==> src/rtl/lcd_host_seq.sv <==
// Host-side sequencer for the 8x8 LCD controller command port.
// Takes one op at a time, issues it under the busy handshake, streams the
// 64-pixel image from ROM for LOAD, and captures the 16-pixel display burst
// that follows every command together with its checksum and error flags.
//
// The ROM address register is img_addr itself: img_data is the ROM word for
// the address currently held on img_addr, one cycle after it was clocked.
module lcd_host_seq #(
    parameter int TIMEOUT = 256,
    parameter int CNT_W   = 9    // watchdog width; 2**CNT_W must exceed TIMEOUT
) (
    input  logic        clk,
    input  logic        reset,
    input  logic        op_valid,
    input  logic [2:0]  op_cmd,
    output logic        op_ready,
    output logic [5:0]  img_addr,
    input  logic [7:0]  img_data,
    output logic [2:0]  lcd_cmd,
    output logic        lcd_cmd_valid,
    output logic [7:0]  lcd_datain,
    input  logic        lcd_busy,
    input  logic [7:0]  lcd_dataout,
    input  logic        lcd_output_valid,
    input  logic [3:0]  cap_addr,
    output logic [7:0]  cap_data,
    output logic        frame_done,
    output logic [11:0] frame_sum,
    output logic        err_timeout,
    output logic        err_count
);

    typedef enum logic [1:0] {
        S_IDLE,
        S_ISSUE,
        S_LOAD,
        S_WAIT
    } state_t;

    localparam logic [2:0]       CMD_LOAD = 3'd1;
    localparam logic [CNT_W-1:0] WD_LAST  = CNT_W'(TIMEOUT - 1);

    state_t           state, state_n;
    logic [2:0]       cmd_n;
    logic             cmd_valid_n;
    logic [7:0]       datain_n;
    logic [5:0]       addr_n;
    logic             done_n;
    logic             tmo_n;

    logic             busy_q;
    logic [4:0]       cap_cnt, cap_cnt_nxt;
    logic [11:0]      cap_sum, cap_sum_nxt;
    logic [7:0]       cap_buf [16];
    logic [CNT_W-1:0] wd;

    logic op_acc, cmd_acc, busy_fall, cap_take, wd_hit;

    assign op_acc    = op_valid && op_ready;
    assign cmd_acc   = (state == S_ISSUE) && lcd_cmd_valid && !lcd_busy;
    assign busy_fall = busy_q && !lcd_busy;
    // Only the first 16 beats of a burst are kept; cap_cnt[4] marks "full".
    assign cap_take  = lcd_output_valid && !cap_cnt[4];
    assign wd_hit    = ((state == S_LOAD) || (state == S_WAIT)) && (wd == WD_LAST);

    // Include the beat landing on this edge so frame completion sees it.
    assign cap_cnt_nxt = cap_take ? cap_cnt + 5'd1 : cap_cnt;
    assign cap_sum_nxt = cap_take ? cap_sum + 12'(lcd_dataout) : cap_sum;

    assign cap_data = cap_buf[cap_addr];

    // Next-state and next values of all registered outputs.
    always_comb begin
        state_n     = state;
        cmd_n       = lcd_cmd;
        cmd_valid_n = 1'b0;
        datain_n    = lcd_datain;
        addr_n      = img_addr;
        done_n      = 1'b0;
        tmo_n       = 1'b0;
        case (state)
            S_IDLE: begin
                if (op_acc) begin
                    cmd_n = op_cmd;
                    if (op_cmd == CMD_LOAD) addr_n = 6'd0;
                    state_n = S_ISSUE;
                end
            end
            S_ISSUE: begin
                if (cmd_acc) begin
                    if (lcd_cmd == CMD_LOAD) begin
                        datain_n = img_data;   // pixel 0
                        addr_n   = 6'd1;
                        state_n  = S_LOAD;
                    end else begin
                        state_n  = S_WAIT;
                    end
                end else begin
                    // Re-offer only while the controller is free, so valid
                    // never lingers across a busy cycle.
                    cmd_valid_n = !lcd_busy;
                end
            end
            S_LOAD: begin
                if (wd_hit) begin
                    tmo_n   = 1'b1;
                    state_n = S_IDLE;
                end else begin
                    datain_n = img_data;
                    if (img_addr == 6'd63) begin
                        state_n = S_WAIT;      // pixel 63 goes out on this edge
                    end else begin
                        addr_n  = img_addr + 6'd1;
                    end
                end
            end
            S_WAIT: begin
                if (busy_fall) begin
                    done_n  = 1'b1;
                    state_n = S_IDLE;
                end else if (wd_hit) begin
                    tmo_n   = 1'b1;
                    state_n = S_IDLE;
                end
            end
            default: state_n = S_IDLE;
        endcase
    end

    // State register and registered command-side outputs.
    always_ff @(posedge clk or posedge reset) begin
        if (reset) begin
            state         <= S_IDLE;
            op_ready      <= 1'b0;
            busy_q        <= 1'b0;
            lcd_cmd       <= 3'd0;
            lcd_cmd_valid <= 1'b0;
            lcd_datain    <= 8'd0;
            img_addr      <= 6'd0;
        end else begin
            state         <= state_n;
            op_ready      <= (state_n == S_IDLE);
            busy_q        <= lcd_busy;
            lcd_cmd       <= cmd_n;
            lcd_cmd_valid <= cmd_valid_n;
            lcd_datain    <= datain_n;
            img_addr      <= addr_n;
        end
    end

    // Frame completion pulse, checksum and sticky error flags.
    always_ff @(posedge clk or posedge reset) begin
        if (reset) begin
            frame_done  <= 1'b0;
            frame_sum   <= 12'd0;
            err_timeout <= 1'b0;
            err_count   <= 1'b0;
        end else begin
            frame_done <= done_n;
            if (done_n) begin
                frame_sum <= cap_sum_nxt;
                if (cap_cnt_nxt != 5'd16) err_count <= 1'b1;
            end
            if (tmo_n) err_timeout <= 1'b1;
        end
    end

    // Capture count and running sum; restarted when a command is accepted.
    always_ff @(posedge clk or posedge reset) begin
        if (reset) begin
            cap_cnt <= 5'd0;
            cap_sum <= 12'd0;
        end else if (cmd_acc) begin
            cap_cnt <= 5'd0;
            cap_sum <= 12'd0;
        end else begin
            cap_cnt <= cap_cnt_nxt;
            cap_sum <= cap_sum_nxt;
        end
    end

    // Capture buffer storage; contents need no reset.
    always_ff @(posedge clk) begin
        if (cap_take && !cmd_acc) cap_buf[cap_cnt[3:0]] <= lcd_dataout;
    end

    // Watchdog: cycles since acceptance while the controller owns the op.
    always_ff @(posedge clk or posedge reset) begin
        if (reset) begin
            wd <= '0;
        end else if (cmd_acc) begin
            wd <= '0;
        end else if ((state == S_LOAD) || (state == S_WAIT)) begin
            wd <= wd + 1'b1;
        end
    end

endmodule

==> config.mk <==
export PLATFORM = sky130hd
export DESIGN_NAME = lcd_host_seq
export DESIGN_NICKNAME = d
export VERILOG_FILES = /design/src/rtl/lcd_host_seq.sv
export SDC_FILE = /design/constraint.sdc
export NUM_CORES = 1
export LEC_CHECK = 0
export ABC_CLOCK_PERIOD_IN_PS = 3200
export BUFFER_PORTS_ARGS = -buffer_cell sky130_fd_sc_hd__clkbuf_2
export CORE_ASPECT_RATIO = 0.7
export CORE_MARGIN = 5
export CORE_UTILIZATION = 60
export CTS_CLUSTER_DIAMETER = 100
export DETAILED_ROUTE_END_ITERATION = 10
export PLACE_DENSITY = 0.8
export SYNTH_ARGS = -nofsm -noshare
export SYNTH_HDL_FRONTEND = slang
export SYNTH_SLANG_ARGS = --single-unit
==> constraint.sdc <==
create_clock -name clk -period 3.2 [get_ports clk]
set_input_delay 0.32 -clock clk [delete_from_list [all_inputs] [get_ports clk]]
set_output_delay 0.32 -clock clk [all_outputs]
set_load 0.005 [all_outputs]
==> out/qor.txt, run 1 <==
WP data arrival - 2.47 ns
CTS tree - yes
#FFs+latches synth - 191
clock tree buffer depth - 2
met1 GRT Util - 34.8%
Hold Vio Cnt, Final - 0
Post-Syn Area - 8310 µm²
Post-CTS Setup Repair Bufs - 0
Routed WL per cell - 22.7 µm
clk_lat worst skew - 0.43 ns
crit-path cells - inv_1, ha_1, nand3b_1, nand2_1, nor2_1, and2_1
DRT antenna net count - 0
worst reg2reg startpoint - state[1]
Layout Utilization - 67.9%
Total Wirelength - 18,300 µm
crit path launch - state[1]
Pwr Density - 766 nW/µm²
Port Buf Inserts - 69
die footprint - 16,300 µm²
first-pass GRT wire length - 29,100 µm
htree depth - 4
Largest stage delay, worst path - 0.62 ns
Period minus WS final - 2.40 ns
Peak Freq - 0.416 GHz
worst setup margin - 0.799 ns
R2R Path End - cap_buf[12][6]
WHS - 0.0731 ns
Critical Path RT - 3.26 ns
Setup violations, final - 0
GRT overflow - 0
Cells after Synth - 531
Yosys top cell by area - edfxtp_1
nets - 650
CP Capture Type - flip-flop
Top Usage Layer GRT - met2
Core Region - 13,700 µm²
DRT iter0 DRCs - 463
Most used DFF post-synth - edfxtp_1
Peak VDD IR - 511 µV
Post-synth EDFFs - 128
IO Count - 70
Initial Utilization - 60.5%
RSZ-0062 raised after global routing - false
Leakage Power - 3.64 nW
Relative slew margins - 33.8%
largest net degree at the start of global routing - 45
asr flop ratio synth - 33.0%
global routing met3 resource utilization - 4.73%
Area growth syn-to-layout - 12.4%
Core Rows - 36
Die X - 151 µm
Reg2Reg Depth - 6
drt via density - 6.20
Tightest Pin Transition - 0.993 ns
r2r setup slk - 0.80 ns
ratio of final minimum period to clock period - 75.0%
antenna violations before repair - 0
Max-Cap Viols - 0
sequential area share after synthesis - 65.3%
yosys synthesis warning count - 0
cts hold-fix bufs - 0
leading post-synthesis cells by cell area - edfxtp_1 (46%), dfrtp_1 (19%), mux4_2 (7.0%)
diodes inserted - 0
status - completed
final total power - 7.15 mW
Post-CTS Resized - 0
Clock Tree Root - clkbuf_16
Synth cell types - 52
share of cells above drive strength 1 - 24.4%
TritonCTS Buffers - 17
grt met2 use - 38.6%
Crit Path Class - reg -> reg
Slew Viols, Final - 0
crit-path max FO - 8
Setup TNS - 0 ns
Tot GR Track Use - 24.3%
Yosys top cell area share - 46.3%
Avg Inst Size Synth - 15.6 µm²
HPWL Detailed - 11,900 µm
clk sink count - 191
clk_skew - 0.00770 ns
CP max-delay cell - and2_1
worst slack after detailed placement - 0.800 ns
gpl congestion - 0.909
startpoint class of the critical path - flip-flop
Die Height - 108 µm
via count - 4,987
first drt pass iteration count - 5
Min-Delay Path Class - in -> async
syn nets - 580
vias in the first global route - 5,070
drt drc - 0
clock-pin slew on the worst setup and hold paths - 0.07 ns
==> cell families (layout without fill, tap and decap cells) <==
logic type | Yosys count | after routing | synth area share [%]
compound gates | 79 | 79 | 5.98
simple gates | 132 | 132 | 7.89
xor+xnor | 16 | 16 | 1.69
fa+ha+maj | 21 | 21 | 3.25
flops | 191 | 191 | 65.3
buf+inv | 35 | 118 | 2.26
mux | 57 | 57 | 13.7
==> metrics by stage <==
step | instances | cell area, µm²
2_1_floorplan | 531 | 8310
3_3_place_gp | 772 | 8790
3_5_place_dp | 772 | 8790
4_1_cts | 804 | 9330
5_1_grt | 804 | 9330
6_report | 804 | 9330
==> cell usage in the layout, fill, tap and decap left out, drive strengths merged, types with 5 or more instances in the layout <==
master	count
a21oi	19
o31ai	6
edfxtp	128
ha	20
and3	9
clkbuf	87
clkinv	6
mux2i	7
and2	9
nand3	9
nand2	34
mux4	40
mux2	10
nor2	36
o21ai	29
nand2b	5
inv	17
xor2	12
dfrtp	63
nand4	9
==> worst max-delay path, delay by kind of cell (launching register included) <==
| family | cells | cell delay [ns] |
|---|---|---|
| flip-flops | 1 | 0.42 |
| adder cells (fa/ha/maj) | 1 | 0.26 |
| buffers and inverters | 1 | 0.10 |
| AND/OR/NAND/NOR | 4 | 1.24 |
==> worst max path at each step <==
stage                                end  cells after the start  slack, ns
after global placement      frame_sum[6]                      8       0.86
final                     cap_buf[12][6]                      6       0.80
after floorplan                 op_ready                      9       1.30
after CTS                 cap_buf[12][6]                      6       0.83
after global routing       cap_buf[1][4]                      6       0.65
after detailed placement    frame_sum[6]                      8       0.80
==> cell type report <==
class                   count  area, µm²
clock inverters            14        111
fillers                   942       4400
clock buffers              18        429
multi-input cells         305       2700
repair buffers             73        388
flip-flops and latches    191       5420
inverters                  13       48.8
well taps                 190        238
==> metal layers <==
layer,up-vias,routed length (µm)
li1,2183,-
met1,2517,7560
met2,262,9050
met3,25,1420
met4,0,240
met5,-,0
==> power breakdown <==
part	switching [mW]	internal (mW)	total, mW
clock network	0.935	1.01	1.94
registers	0.296	3.09	3.38
logic	1.05	0.780	1.83
total	2.28	4.87	7.15
==> Yosys cell counts (all sizes together) (3+ instances only) <==
library cell,n
o31ai,6
a21o,4
nand4,9
nand2,34
and3,9
or3,4
a21oi,19
o21ai,29
buf,11
o211ai,3
edfxtp,128
mux2i,7
mux4,40
and2,9
xor2,12
a211oi,4
nand3,9
nor2b,4
xnor2,4
clkbuf,11
dfrtp,63
or2,4
ha,20
nand2b,5
mux2,10
inv,13
nor2,36
==> flip-flops by register name, summed over array words and instances (netlist names), 2 cells and up <==
| name | count |
|---|---|
| cap_buf | 128 |
| cap_sum | 12 |
| frame_sum | 12 |
| wd | 9 |
| lcd_datain | 8 |
| img_addr | 6 |
| cap_cnt | 5 |
| lcd_cmd | 3 |
| state | 2 |
Power figures use the tool's default switching activity.
==> inputs of run 2 (changes only) <==
==> config.mk (replaced) <==
export PLATFORM = sky130hd
export DESIGN_NAME = lcd_host_seq
export DESIGN_NICKNAME = d
export VERILOG_FILES = /design/src/rtl/lcd_host_seq.sv
export SDC_FILE = /design/constraint.sdc
export NUM_CORES = 1
export LEC_CHECK = 0
export ABC_CLOCK_PERIOD_IN_PS = 2100
export BUFFER_PORTS_ARGS = -buffer_cell sky130_fd_sc_hd__clkbuf_2
export CORE_ASPECT_RATIO = 0.7
export CORE_MARGIN = 5
export CORE_UTILIZATION = 54
export CTS_CLUSTER_DIAMETER = 100
export DETAILED_ROUTE_END_ITERATION = 10
export PLACE_DENSITY = 0.76
export SYNTH_ARGS = -nofsm -noshare
export SYNTH_HDL_FRONTEND = slang
export SYNTH_SLANG_ARGS = --single-unit
==> constraint.sdc (replaced) <==
create_clock -name clk -period 2.1 [get_ports clk]
set_input_delay 0.21 -clock clk [delete_from_list [all_inputs] [get_ports clk]]
set_output_delay 0.21 -clock clk [all_outputs]
set_load 0.005 [all_outputs]
==> run 2 against run 1 <==
Effect of this change: worst setup slack lost 0.87 ns; worst hold slack lost 0.059 ns; largest cell class unchanged; routed wire length shrank 1.9%; utilization shrank 1.8 points; register-to-register slack lost 0.72 ns; via count grew 0.74%; the flow now finishes with violations (setup timing); critical path depth shrank 3; largest power group unchanged; combinational power grew 72%; cell area grew 5.6%.
==> out/qor.txt, run 2 (synthesized netlist as in run 1, its figures left out) <==
Port Buf Inserts - 69
Switching Share - 31.4%
top layer reached by signal wires - met4
CP Capture Type - output port
first drt pass iteration count - 4
delay-heaviest family, CP - multiplexers
share of total power in the clock network - 27.5%
WL met2 - 8630 µm
clk_lat worst skew - 0.44 ns
DRT antenna net count - 0
Die Height - 114 µm
Period minus WS final - 2.17 ns
Core Region - 14,900 µm²
first-pass GRT wire length - 28,900 µm
Clock Tree Root - clkbuf_16
clock-pin slew on the worst setup and hold paths - 0.07 ns
metal3 WL - 1320 µm
RSZ-0062 raised after global routing - true
via count - 5,024
failing checks - setup timing
Largest stage delay, worst path - 0.52 ns
final instance area - 9860 µm²
final total power - 11.4 mW
Hold Vio Cnt, Final - 0
Int Power - 7.83 mW
commonest non-fill, non-tap cell in the layout - edfxtp_1
Sequential Power Share - 45.0%
startpoint class of the critical path - flip-flop
nets - 699
Pwr Density - 1160 nW/µm²
Peak Freq - 0.461 GHz
diodes inserted - 0
htree depth - 4
Crit Path Class - reg -> out
Die X - 158 µm
WP data arrival - 1.96 ns
crit-path max FO - 1
Tot GR Track Use - 21.4%
Critical Path RT - 1.89 ns
Relative slew margins - 57.4%
Core Rows - 37
Setup TNS - -0.346 ns
ratio of final minimum period to clock period - 103%
combinational share of power - 27.5%
Setup violations, final - 8
clk sink count - 191
HPWL Detailed - 12,500 µm
clk_skew - 0.0110 ns
met1 WL - 7790 µm
GRT overflow - 0
Initial Utilization - 55.7%
DRT iter0 DRCs - 383
TritonCTS Buffers - 17
crit-path cells - mux4_2, mux4_2, clkbuf_2
Net Switching - 3.59 mW
vias in the first global route - 5,186
CTS tree - yes
placed inst area - 9180 µm²
Most common cell on crit path - mux4_2
worst setup margin - -0.0702 ns
worst slack after detailed placement - -0.0975 ns
Total Wirelength - 17,900 µm
Peak VDD IR - 688 µV
share of cells above drive strength 1 - 32.6%
Tightest Pin Transition - 0.638 ns
commonest non-fill, non-tap cells in the layout - edfxtp_1 (128), clkbuf_2 (69), dfrtp_1 (62)
Slew Viols, Final - 0
drt drc - 0
largest net degree at the start of global routing - 35
clock tree buffer depth - 2
antenna violations before repair - 0
Max-Cap Viols - 0
Min-Delay Path Class - in -> reg
Area growth syn-to-layout - 18.7%
Routed WL per cell - 20.9 µm
WHS - 0.0141 ns
IO Count - 70
CP max-delay cell - mux4_2
gpl congestion - 0.834
Leakage Power - 3.90 nW
WP buf/inv - 1
drt via density - 5.86
die footprint - 18,000 µm²
status - complete, but fails checks
Largest register FFs - 128
-- run 2: per-stage QoR --
step,utilization (%),instances
after global placement,61.6,818
after global routing,66.1,858
after CTS,65.7,855
after detailed placement,61.6,818
final,66.1,858
after floorplan,-,531
-- run 2: layout make-up --
cell class,count,area [µm²]
Clock inverter,14,151
Fill cell,1048,5050
Sequential cell,191,5420
Multi-Input combinational cell,305,2720
Clock buffer,18,429
Inverter,13,48.8
Timing Repair Buffer,122,843
Tap cell,195,244
-- run 2: layer usage --
metal | up-vias | global-route usage, %
li1 | 2280 | -
met1 | 2538 | 30.6
met2 | 189 | 33.1
met3 | 17 | 5.80
met4 | 0 | 5.28
met5 | - | 0
-- run 2: timing repair --
action | in CTS | in global routing
hold buffers | 5 | 0
resized for setup | 10 | 14
cloned | 0 | 0
endpoints found under the hold margin | 34 | 0
setup buffers | 0 | 3
pin swaps | 0 | 2
endpoints found under the setup margin | 41 | 141
-- run 2: worst paths after layout --
kind	start	end	slack [ns]	cells after the start
max	cap_buf[15][4]	cap_data[4]	-0.07	3
min	img_data[3]	lcd_datain[3]	0.01	2
max reg2reg	state[1]	cap_buf[6][6]	0.08	8
min reg2reg	err_count	err_count	0.48	1
max in group asynchronous	reset	state[1]	1.08	4
min in group asynchronous	reset	frame_sum[6]	0.40	3
-- run 2: power groups by stage --
stage                     clock, mW  combinational (mW)  sequential (mW)
after floorplan                   0                1.91             5.08
after global placement            0                2.88             5.14
after detailed placement          0                3.00             5.19
after CTS                      3.19                3.05             5.13
after global routing           3.38                3.46             5.21
final                          3.14                3.14             5.14
-- run 2: worst reg2reg max path: cells and delay by family (launching register included) --
kind | cells | cell delay (ns)
DFF | 1 | 0.45
buffers and inverters | 3 | 0.47
adders and majority gates | 1 | 0.26
and+or+nand+nor | 4 | 0.60
